===== src/rtl/ld_str_multi_addr_seq_if.sv =====
// Request / memory-access / writeback signal bundle for the load/store address stage.
interface ld_str_multi_addr_seq_if #(
    parameter int unsigned ADDR_W  = 32,
    parameter int unsigned IMM_W   = 12,
    parameter int unsigned REG_CNT = 16,
    parameter int unsigned RADDR_W = 4,
    parameter int unsigned TAG_W   = 4
);
    // Decoded request from the issue stage
    logic               req_valid_in;
    logic               req_ready_out;
    logic [TAG_W-1:0]   req_tag_in;
    logic               req_cond_pass_in;
    logic               req_load_in;
    logic               req_multi_in;
    logic               req_pre_in;
    logic               req_up_in;
    logic               req_wb_in;
    logic               req_use_reg_in;
    logic [ADDR_W-1:0]  req_base_in;
    logic [IMM_W-1:0]   req_imm_in;
    logic [ADDR_W-1:0]  req_reg_off_in;
    logic [RADDR_W-1:0] req_rd_in;
    logic [REG_CNT-1:0] req_reg_list_in;

    // Access stream to the memory stage
    logic               acc_valid_out;
    logic               acc_ready_in;
    logic [ADDR_W-1:0]  acc_addr_out;
    logic [RADDR_W-1:0] acc_reg_out;
    logic               acc_load_out;
    logic               acc_last_out;
    logic [TAG_W-1:0]   acc_tag_out;

    // Base-register writeback and status
    logic               wb_valid_out;
    logic [ADDR_W-1:0]  wb_addr_out;
    logic [TAG_W-1:0]   wb_tag_out;
    logic               busy_out;

    // Upstream / memory-stage side
    modport master (
        output req_valid_in, req_tag_in, req_cond_pass_in, req_load_in, req_multi_in,
               req_pre_in, req_up_in, req_wb_in, req_use_reg_in, req_base_in,
               req_imm_in, req_reg_off_in, req_rd_in, req_reg_list_in, acc_ready_in,
        input  req_ready_out, acc_valid_out, acc_addr_out, acc_reg_out, acc_load_out,
               acc_last_out, acc_tag_out, wb_valid_out, wb_addr_out, wb_tag_out, busy_out
    );

    // Address-stage side
    modport slave (
        input  req_valid_in, req_tag_in, req_cond_pass_in, req_load_in, req_multi_in,
               req_pre_in, req_up_in, req_wb_in, req_use_reg_in, req_base_in,
               req_imm_in, req_reg_off_in, req_rd_in, req_reg_list_in, acc_ready_in,
        output req_ready_out, acc_valid_out, acc_addr_out, acc_reg_out, acc_load_out,
               acc_last_out, acc_tag_out, wb_valid_out, wb_addr_out, wb_tag_out, busy_out
    );
endinterface


===== src/rtl/ld_str_multi_addr_seq.sv =====
// Load/store address stage: computes single and multiple-register effective addresses,
// sequences register lists one access per cycle, and pulses the base writeback.
module ld_str_multi_addr_seq #(
    parameter int unsigned ADDR_W  = 32,
    parameter int unsigned IMM_W   = 12,
    parameter int unsigned REG_CNT = 16,
    parameter int unsigned RADDR_W = 4,
    parameter int unsigned TAG_W   = 4
) (
    input logic                    clk_in,
    input logic                    reset_in,
    ld_str_multi_addr_seq_if.slave bus
);

    typedef enum logic [1:0] {
        ST_IDLE,
        ST_ISSUE,
        ST_WB
    } state_e;

    state_e             state_q, state_d;
    logic [REG_CNT-1:0] list_q, list_d;
    logic [ADDR_W-1:0]  addr_q, addr_d;
    logic [RADDR_W-1:0] reg_q, reg_d;
    logic               load_q, load_d;
    logic               last_q, last_d;
    logic [TAG_W-1:0]   tag_q, tag_d;
    logic               wb_need_q, wb_need_d;
    logic [ADDR_W-1:0]  wb_pend_q, wb_pend_d;
    logic [ADDR_W-1:0]  wb_addr_q, wb_addr_d;
    logic [TAG_W-1:0]   wb_tag_q, wb_tag_d;

    logic [ADDR_W-1:0]  off;
    logic [ADDR_W-1:0]  eff;
    logic [ADDR_W-1:0]  span;
    logic [ADDR_W-1:0]  multi_start;
    logic [REG_CNT-1:0] list_next;

    function automatic logic [RADDR_W-1:0] lowest_idx(input logic [REG_CNT-1:0] l);
        lowest_idx = '0;
        for (int unsigned i = REG_CNT; i > 0; i--) begin
            if (l[i-1]) lowest_idx = RADDR_W'(i - 1);
        end
    endfunction

    function automatic logic [ADDR_W-1:0] popcount(input logic [REG_CNT-1:0] l);
        popcount = '0;
        for (int unsigned i = 0; i < REG_CNT; i++) begin
            if (l[i]) popcount = popcount + ADDR_W'(1);
        end
    endfunction

    // Address arithmetic for the request currently presented (all modulo 2^ADDR_W)
    always_comb begin
        off  = bus.req_use_reg_in ? bus.req_reg_off_in : ADDR_W'(bus.req_imm_in);
        eff  = bus.req_up_in ? (bus.req_base_in + off) : (bus.req_base_in - off);
        span = popcount(bus.req_reg_list_in) << 2;
        unique case ({bus.req_pre_in, bus.req_up_in})
            2'b01:   multi_start = bus.req_base_in;                        // IA
            2'b11:   multi_start = bus.req_base_in + ADDR_W'(4);           // IB
            2'b00:   multi_start = bus.req_base_in - span + ADDR_W'(4);    // DA
            default: multi_start = bus.req_base_in - span;                 // DB
        endcase
        list_next = list_q & (list_q - REG_CNT'(1));
    end

    // Next-state and datapath update for the sequencer
    always_comb begin
        state_d   = state_q;
        list_d    = list_q;
        addr_d    = addr_q;
        reg_d     = reg_q;
        load_d    = load_q;
        last_d    = last_q;
        tag_d     = tag_q;
        wb_need_d = wb_need_q;
        wb_pend_d = wb_pend_q;
        wb_addr_d = wb_addr_q;
        wb_tag_d  = wb_tag_q;

        unique case (state_q)
            ST_IDLE: begin
                if (bus.req_valid_in && bus.req_cond_pass_in) begin
                    if (!bus.req_multi_in) begin
                        addr_d    = bus.req_pre_in ? eff : bus.req_base_in;
                        reg_d     = bus.req_rd_in;
                        last_d    = 1'b1;
                        wb_need_d = bus.req_wb_in | ~bus.req_pre_in;
                        wb_pend_d = eff;
                        load_d    = bus.req_load_in;
                        tag_d     = bus.req_tag_in;
                        state_d   = ST_ISSUE;
                    end else if (|bus.req_reg_list_in) begin
                        list_d    = bus.req_reg_list_in;
                        addr_d    = multi_start;
                        reg_d     = lowest_idx(bus.req_reg_list_in);
                        last_d    = (bus.req_reg_list_in &
                                     (bus.req_reg_list_in - REG_CNT'(1))) == '0;
                        wb_need_d = bus.req_wb_in;
                        wb_pend_d = bus.req_up_in ? (bus.req_base_in + span)
                                                  : (bus.req_base_in - span);
                        load_d    = bus.req_load_in;
                        tag_d     = bus.req_tag_in;
                        state_d   = ST_ISSUE;
                    end
                end
            end
            ST_ISSUE: begin
                if (bus.acc_ready_in) begin
                    if (last_q) begin
                        if (wb_need_q) begin
                            // Writeback value/tag are published on entry to WB and then
                            // held until the next writeback
                            wb_addr_d = wb_pend_q;
                            wb_tag_d  = tag_q;
                            state_d   = ST_WB;
                        end else begin
                            state_d = ST_IDLE;
                        end
                    end else begin
                        list_d = list_next;
                        addr_d = addr_q + ADDR_W'(4);
                        reg_d  = lowest_idx(list_next);
                        last_d = (list_next & (list_next - REG_CNT'(1))) == '0;
                    end
                end
            end
            ST_WB: begin
                state_d = ST_IDLE;
            end
            default: begin
                state_d = ST_IDLE;
            end
        endcase
    end

    // State and datapath registers with synchronous reset
    always_ff @(posedge clk_in) begin
        if (reset_in) begin
            state_q   <= ST_IDLE;
            list_q    <= '0;
            addr_q    <= '0;
            reg_q     <= '0;
            load_q    <= 1'b0;
            last_q    <= 1'b0;
            tag_q     <= '0;
            wb_need_q <= 1'b0;
            wb_pend_q <= '0;
            wb_addr_q <= '0;
            wb_tag_q  <= '0;
        end else begin
            state_q   <= state_d;
            list_q    <= list_d;
            addr_q    <= addr_d;
            reg_q     <= reg_d;
            load_q    <= load_d;
            last_q    <= last_d;
            tag_q     <= tag_d;
            wb_need_q <= wb_need_d;
            wb_pend_q <= wb_pend_d;
            wb_addr_q <= wb_addr_d;
            wb_tag_q  <= wb_tag_d;
        end
    end

    assign bus.req_ready_out = (state_q == ST_IDLE);
    assign bus.acc_valid_out = (state_q == ST_ISSUE);
    assign bus.acc_addr_out  = addr_q;
    assign bus.acc_reg_out   = reg_q;
    assign bus.acc_load_out  = load_q;
    assign bus.acc_last_out  = last_q;
    assign bus.acc_tag_out   = tag_q;
    assign bus.wb_valid_out  = (state_q == ST_WB);
    assign bus.wb_addr_out   = wb_addr_q;
    assign bus.wb_tag_out    = wb_tag_q;
    assign bus.busy_out      = (state_q != ST_IDLE);

endmodule

===== src/flat_wrapper.sv =====
// flat-port wrapper written by rule: the top's interface ports become plain ports
module ld_str_multi_addr_seq_flat 
#(
    parameter int unsigned ADDR_W  = 32,
    parameter int unsigned IMM_W   = 12,
    parameter int unsigned REG_CNT = 16,
    parameter int unsigned RADDR_W = 4,
    parameter int unsigned TAG_W   = 4
)
  (clk_in, reset_in, bus_req_valid_in, bus_req_tag_in, bus_req_cond_pass_in, bus_req_load_in, bus_req_multi_in, bus_req_pre_in, bus_req_up_in, bus_req_wb_in, bus_req_use_reg_in, bus_req_base_in, bus_req_imm_in, bus_req_reg_off_in, bus_req_rd_in, bus_req_reg_list_in, bus_acc_ready_in, bus_req_ready_out, bus_acc_valid_out, bus_acc_addr_out, bus_acc_reg_out, bus_acc_load_out, bus_acc_last_out, bus_acc_tag_out, bus_wb_valid_out, bus_wb_addr_out, bus_wb_tag_out, bus_busy_out);
  ld_str_multi_addr_seq_if #(.ADDR_W(ADDR_W), .IMM_W(IMM_W), .REG_CNT(REG_CNT), .RADDR_W(RADDR_W), .TAG_W(TAG_W)) bus_i ();
  input logic clk_in;
  input logic reset_in;
  input wire logic [$bits(bus_i.req_valid_in)-1:0] bus_req_valid_in;
  input wire logic [$bits(bus_i.req_tag_in)-1:0] bus_req_tag_in;
  input wire logic [$bits(bus_i.req_cond_pass_in)-1:0] bus_req_cond_pass_in;
  input wire logic [$bits(bus_i.req_load_in)-1:0] bus_req_load_in;
  input wire logic [$bits(bus_i.req_multi_in)-1:0] bus_req_multi_in;
  input wire logic [$bits(bus_i.req_pre_in)-1:0] bus_req_pre_in;
  input wire logic [$bits(bus_i.req_up_in)-1:0] bus_req_up_in;
  input wire logic [$bits(bus_i.req_wb_in)-1:0] bus_req_wb_in;
  input wire logic [$bits(bus_i.req_use_reg_in)-1:0] bus_req_use_reg_in;
  input wire logic [$bits(bus_i.req_base_in)-1:0] bus_req_base_in;
  input wire logic [$bits(bus_i.req_imm_in)-1:0] bus_req_imm_in;
  input wire logic [$bits(bus_i.req_reg_off_in)-1:0] bus_req_reg_off_in;
  input wire logic [$bits(bus_i.req_rd_in)-1:0] bus_req_rd_in;
  input wire logic [$bits(bus_i.req_reg_list_in)-1:0] bus_req_reg_list_in;
  input wire logic [$bits(bus_i.acc_ready_in)-1:0] bus_acc_ready_in;
  output wire logic [$bits(bus_i.req_ready_out)-1:0] bus_req_ready_out;
  output wire logic [$bits(bus_i.acc_valid_out)-1:0] bus_acc_valid_out;
  output wire logic [$bits(bus_i.acc_addr_out)-1:0] bus_acc_addr_out;
  output wire logic [$bits(bus_i.acc_reg_out)-1:0] bus_acc_reg_out;
  output wire logic [$bits(bus_i.acc_load_out)-1:0] bus_acc_load_out;
  output wire logic [$bits(bus_i.acc_last_out)-1:0] bus_acc_last_out;
  output wire logic [$bits(bus_i.acc_tag_out)-1:0] bus_acc_tag_out;
  output wire logic [$bits(bus_i.wb_valid_out)-1:0] bus_wb_valid_out;
  output wire logic [$bits(bus_i.wb_addr_out)-1:0] bus_wb_addr_out;
  output wire logic [$bits(bus_i.wb_tag_out)-1:0] bus_wb_tag_out;
  output wire logic [$bits(bus_i.busy_out)-1:0] bus_busy_out;
  assign bus_i.req_valid_in = bus_req_valid_in;
  assign bus_i.req_tag_in = bus_req_tag_in;
  assign bus_i.req_cond_pass_in = bus_req_cond_pass_in;
  assign bus_i.req_load_in = bus_req_load_in;
  assign bus_i.req_multi_in = bus_req_multi_in;
  assign bus_i.req_pre_in = bus_req_pre_in;
  assign bus_i.req_up_in = bus_req_up_in;
  assign bus_i.req_wb_in = bus_req_wb_in;
  assign bus_i.req_use_reg_in = bus_req_use_reg_in;
  assign bus_i.req_base_in = bus_req_base_in;
  assign bus_i.req_imm_in = bus_req_imm_in;
  assign bus_i.req_reg_off_in = bus_req_reg_off_in;
  assign bus_i.req_rd_in = bus_req_rd_in;
  assign bus_i.req_reg_list_in = bus_req_reg_list_in;
  assign bus_i.acc_ready_in = bus_acc_ready_in;
  assign bus_req_ready_out = bus_i.req_ready_out;
  assign bus_acc_valid_out = bus_i.acc_valid_out;
  assign bus_acc_addr_out = bus_i.acc_addr_out;
  assign bus_acc_reg_out = bus_i.acc_reg_out;
  assign bus_acc_load_out = bus_i.acc_load_out;
  assign bus_acc_last_out = bus_i.acc_last_out;
  assign bus_acc_tag_out = bus_i.acc_tag_out;
  assign bus_wb_valid_out = bus_i.wb_valid_out;
  assign bus_wb_addr_out = bus_i.wb_addr_out;
  assign bus_wb_tag_out = bus_i.wb_tag_out;
  assign bus_busy_out = bus_i.busy_out;
  ld_str_multi_addr_seq #(.ADDR_W(ADDR_W), .IMM_W(IMM_W), .REG_CNT(REG_CNT), .RADDR_W(RADDR_W), .TAG_W(TAG_W)) u_core (.clk_in(clk_in), .reset_in(reset_in), .bus(bus_i));
endmodule

===== config.mk =====
export PLATFORM = sky130hd
export DESIGN_NAME = ld_str_multi_addr_seq_flat
export DESIGN_NICKNAME = d
export VERILOG_FILES = /design/src/rtl/ld_str_multi_addr_seq_if.sv /design/src/rtl/ld_str_multi_addr_seq.sv /design/src/flat_wrapper.sv
export SDC_FILE = /design/constraint.sdc
export NUM_CORES = 1
export LEC_CHECK = 0
export CELL_PAD_IN_SITES_DETAIL_PLACEMENT = 0
export CELL_PAD_IN_SITES_GLOBAL_PLACEMENT = 1
export CORE_ASPECT_RATIO = 1.2
export CORE_MARGIN = 3
export CORE_UTILIZATION = 42
export CTS_CLUSTER_DIAMETER = 80
export DETAILED_ROUTE_END_ITERATION = 10
export GPL_ROUTABILITY_DRIVEN = 0
export HOLD_SLACK_MARGIN = 0.15
export PLACE_DENSITY = 0.91
export RECOVER_POWER = 25
export SYNTH_ARGS = -nofsm -noshare
export SYNTH_HDL_FRONTEND = slang
export SYNTH_SLANG_ARGS = --single-unit

===== constraint.sdc =====
create_clock -name clk_in -period 20 [get_ports clk_in]
set_input_delay 6 -clock clk_in [delete_from_list [all_inputs] [get_ports clk_in]]
set_output_delay 6 -clock clk_in [all_outputs]
set_load 0.1 [all_outputs]

==> metrics.md <==
| Metric | Value |
|---|---|
| Status | `finished, violations left` |
| Failing checks | `max-capacitance violations, max-slew violations` |
| Async SR Flop Fraction | `0%` |
| CP startpoint kind | `input pin` |
| Initial core utilization | `a little over two fifths` |
| Reg clk slew, reported paths | `0.06 ns` |
| Clock Tree Buf Depth | `2` |
| Drt initial violations | `between 1500 and 2000` |
| Mean post-synth cell area | `6.85 sq um` |
| Setup Skew | `0.0107 ns` |
| Slowest-stage cell, CP | `a2111oi_2` |
| GR Overflow Total | `0` |
| Post-synthesis sequential area ratio | `16.6%` |
| Crit path DAT | `19.06 ns` |
| CP required | `20.31 ns` |
| Period utilization | `a little over nine tenths` |
| Vias in the first global route | `around 16000` |
| Final setup fails | `0` |
| Drt via density | `6.08` |
| Critical Path Max Stage Delay | `between 0.6 and 0.7 ns` |
| Max Slew Vio Count | `38` |
| RSZ-0062 raised after global routing | `no` |
| Die footprint | `39500 sq um` |
| Clock sink total | `between 100 and 150` |
| Crit path kind | `in2reg` |
| Share of the synthesized area in the top cell type | `16.6%` |
| EDFF count, synth | `0` |
| Drt pass-1 iters | `7` |
| Post-CTS Resized | `0` |
| CTS Hold Bufs | `0` |
| Nets | `~2600` |
| Drt drc | `0` |
| Pwr Density | `91.5 nW/um^2` |
| Setup bufs post-CTS | `0` |
| Comb pwr share | `64.0%` |
| Setup tns final | `0 ns` |
| Part of the power in registers | `17.4%` |
| Net switching power of the design | `around 800 uW` |
| Die height | `217 um` |
| Final hold vios | `0` |
| Hpwl dp | `roughly 40000 um` |
| Non-filler cells, final | `2847` |
| Fraction of layout cells with a size suffix above 1 | `roughly 4.6%` |
| Critical Path End Type | `register` |
| Cells after synthesis | `around 2300` |
| CTS Buf Count | `17` |
| Synth Register Bits | `129` |
| R2R setup slack | `15.82 ns` |
| ANT nets after route | `0` |
| Worst slew pin tran | `1.95 ns` |
| Sw Ratio | `47.9%` |
| Relative slew slack | `-30.1%` |
| Number of max-cap violations | `1` |
| H-tree Lvls | `4` |
| Internal power | `871 uW` |
| Chip Width | `182 um` |
| Total number of vias | `17300` |
| Ys Warns | `0` |
| CTS root buffer | `clkbuf_16` |
| Main synth FF type | `dfxtp_1` |
| Library cells used by synthesis | `94` |
| FP Rows | `76` |
| Clk pwr share | `18.6%` |
| Layout area overhead | `17.2%` |
| Initial antenna violation count | `1` |
| Total Wirelength | `52500 um` |
| Leak | `0.00681 uW` |
| Achievable Freq | `around 53 MHz` |
| Tot GR Track Use | `roughly a quarter` |
| Commonest cells post-synth | `278 x nand2_1, 252 x a21oi_1, 218 x nor2_1` |
| First-pass GRT wire length | `83300 um` |
| CTS tree | `built` |
| Count leader, synth | `nand2_1` |
| Hold WC Path Type | `reg2reg` |
| Total core area | `36300 sq um` |
| Cells after DPL | `2813` |
| Crit-path max FO | `7` |
| Largest net degree at the start of global routing | `73` |
| Worst-Skew Late Latency | `approximately 0.43 ns` |
| # IOs | `roughly 190` |
| Synth top area cells | `dfxtp_1 17%, a21oi_1 8.1%, ha_1 6.8%` |
| Synth area leader | `dfxtp_1` |
| Worst vdd ir | `0.0000885 V` |
| CP dominant cell by count | `ha_1` |
| Port Buffers | `192` |
| Routed len/inst | `around 18 um` |
| Area of the mapped netlist | `15600 sq um` |
| Min Tclk post-route | `roughly 19 ns` |
## cell families after synthesis
group	share of synthesized area (%)
and+or+nand+nor	24.9
AOI/OAI and AO/OA	30.8
buffers and inverters	5.81
xor gates and xnor gates	11.4
DFF	16.6
adders and majority gates	7.72
muxes	2.85
other	0.0481
## cell type report
class / count / area [sq um]
fill: 3647 / 18000
inverter: 79 / 297
sequential: 129 / 2580
clock buffer: 20 / 457
tap: 468 / 586
multi-input combinational: 1925 / 12200
antenna: 2 / 5.00
clock inverter: 12 / 133
timing repair buffer: 212 / 2050
## flip-flops by register name, summed over array words and instances (netlist names)
signal and cells:
u_core.bus.acc_load_out 1, u_core.bus.acc_last_out 1, u_core.bus.wb_addr_out 32, u_core.list_q 16
u_core.wb_pend_q 32, u_core.bus.wb_tag_out 4, u_core.wb_need_q 1, u_core.state_q 2
u_core.bus.acc_addr_out 32, u_core.bus.acc_tag_out 4, u_core.bus.acc_reg_out 4
## power groups by stage
stage	sequential (uW)	clock [uW]	combinational, uW
6_report	291	311	1070
4_1_cts	290	314	1060
3_5_place_dp	295	0	1060
3_3_place_gp	295	0	1030
5_1_grt	293	324	1190
2_1_floorplan	345	0	772
## per-layer routing
layer / vias up / part of all wire [%] / global-route usage, %
met2: 826 / 43 / 39.1
met4: 0 / 1.6 / 5.92
li1: 8435 / - / -
met5: - / 0 / 0
met3: 72 / 9.6 / 3.16
met1: 7964 / 46 / 37.7
## worst max-delay path, delay by kind of cell
family | cells | cell delay, ns
AND/OR/NAND/NOR | 18 | 2.86
XOR/XNOR | 3 | 0.42
buffers and inverters | 8 | 1.17
adder cells (fa/ha/maj) | 14 | 4.29
AO/OA/AOI/OAI | 16 | 3.77
multiplexers | 3 | 0.53
## per-stage QoR
step / util (%) / hold slack [ns] / total power, uW / worst slack, ns / area (sq um)
after floorplan: - / 0.427 / 1120 / 3.06 / 15700
after global placement: 48.7 / 0.435 / 1330 / 1.36 / 17700
after detailed placement: 48.7 / 0.446 / 1350 / 0.922 / 17700
after CTS: 50.3 / 0.455 / 1660 / 1.34 / 18300
after global routing: 50.4 / 0.473 / 1810 / 0.163 / 18300
final: 50.4 / 0.450 / 1670 / 1.25 / 18300
## cells in the final DEF (no fill, tap or decap), types with 18 or more instances in the layout
master           count
a211oi_1            40
a21o_1              27
a21oi_1            252
a22oi_1             21
a31oi_1             31
and3_1              36
buf_4               21
clkdlybuf4s50_1    171
conb_1              18
dfxtp_1            129
ha_1                85
inv_1               76
mux2i_1             40
nand2_1            278
nand2b_1            22
nand3_1             64
nand4_1             18
nor2_1             216
nor3_1              64
nor4_1              32
o211ai_1            40
o21ai_0            159
o21bai_1            23
o22ai_1             21
o31ai_1             19
xnor2_1            108
xor2_1              49
## final timing paths
kind	start	to	cells after the start
setup / recovery	bus_req_reg_list_in[0]	u_core.bus.acc_addr_out[28]	62
hold / removal	u_core.bus.wb_addr_out[26]	u_core.bus.wb_addr_out[26]	2
setup reg to reg	u_core.list_q[1]	u_core.bus.acc_reg_out[3]	14
hold reg to reg	u_core.bus.wb_addr_out[26]	u_core.bus.wb_addr_out[26]	2
Power figures use the tool's default switching activity.
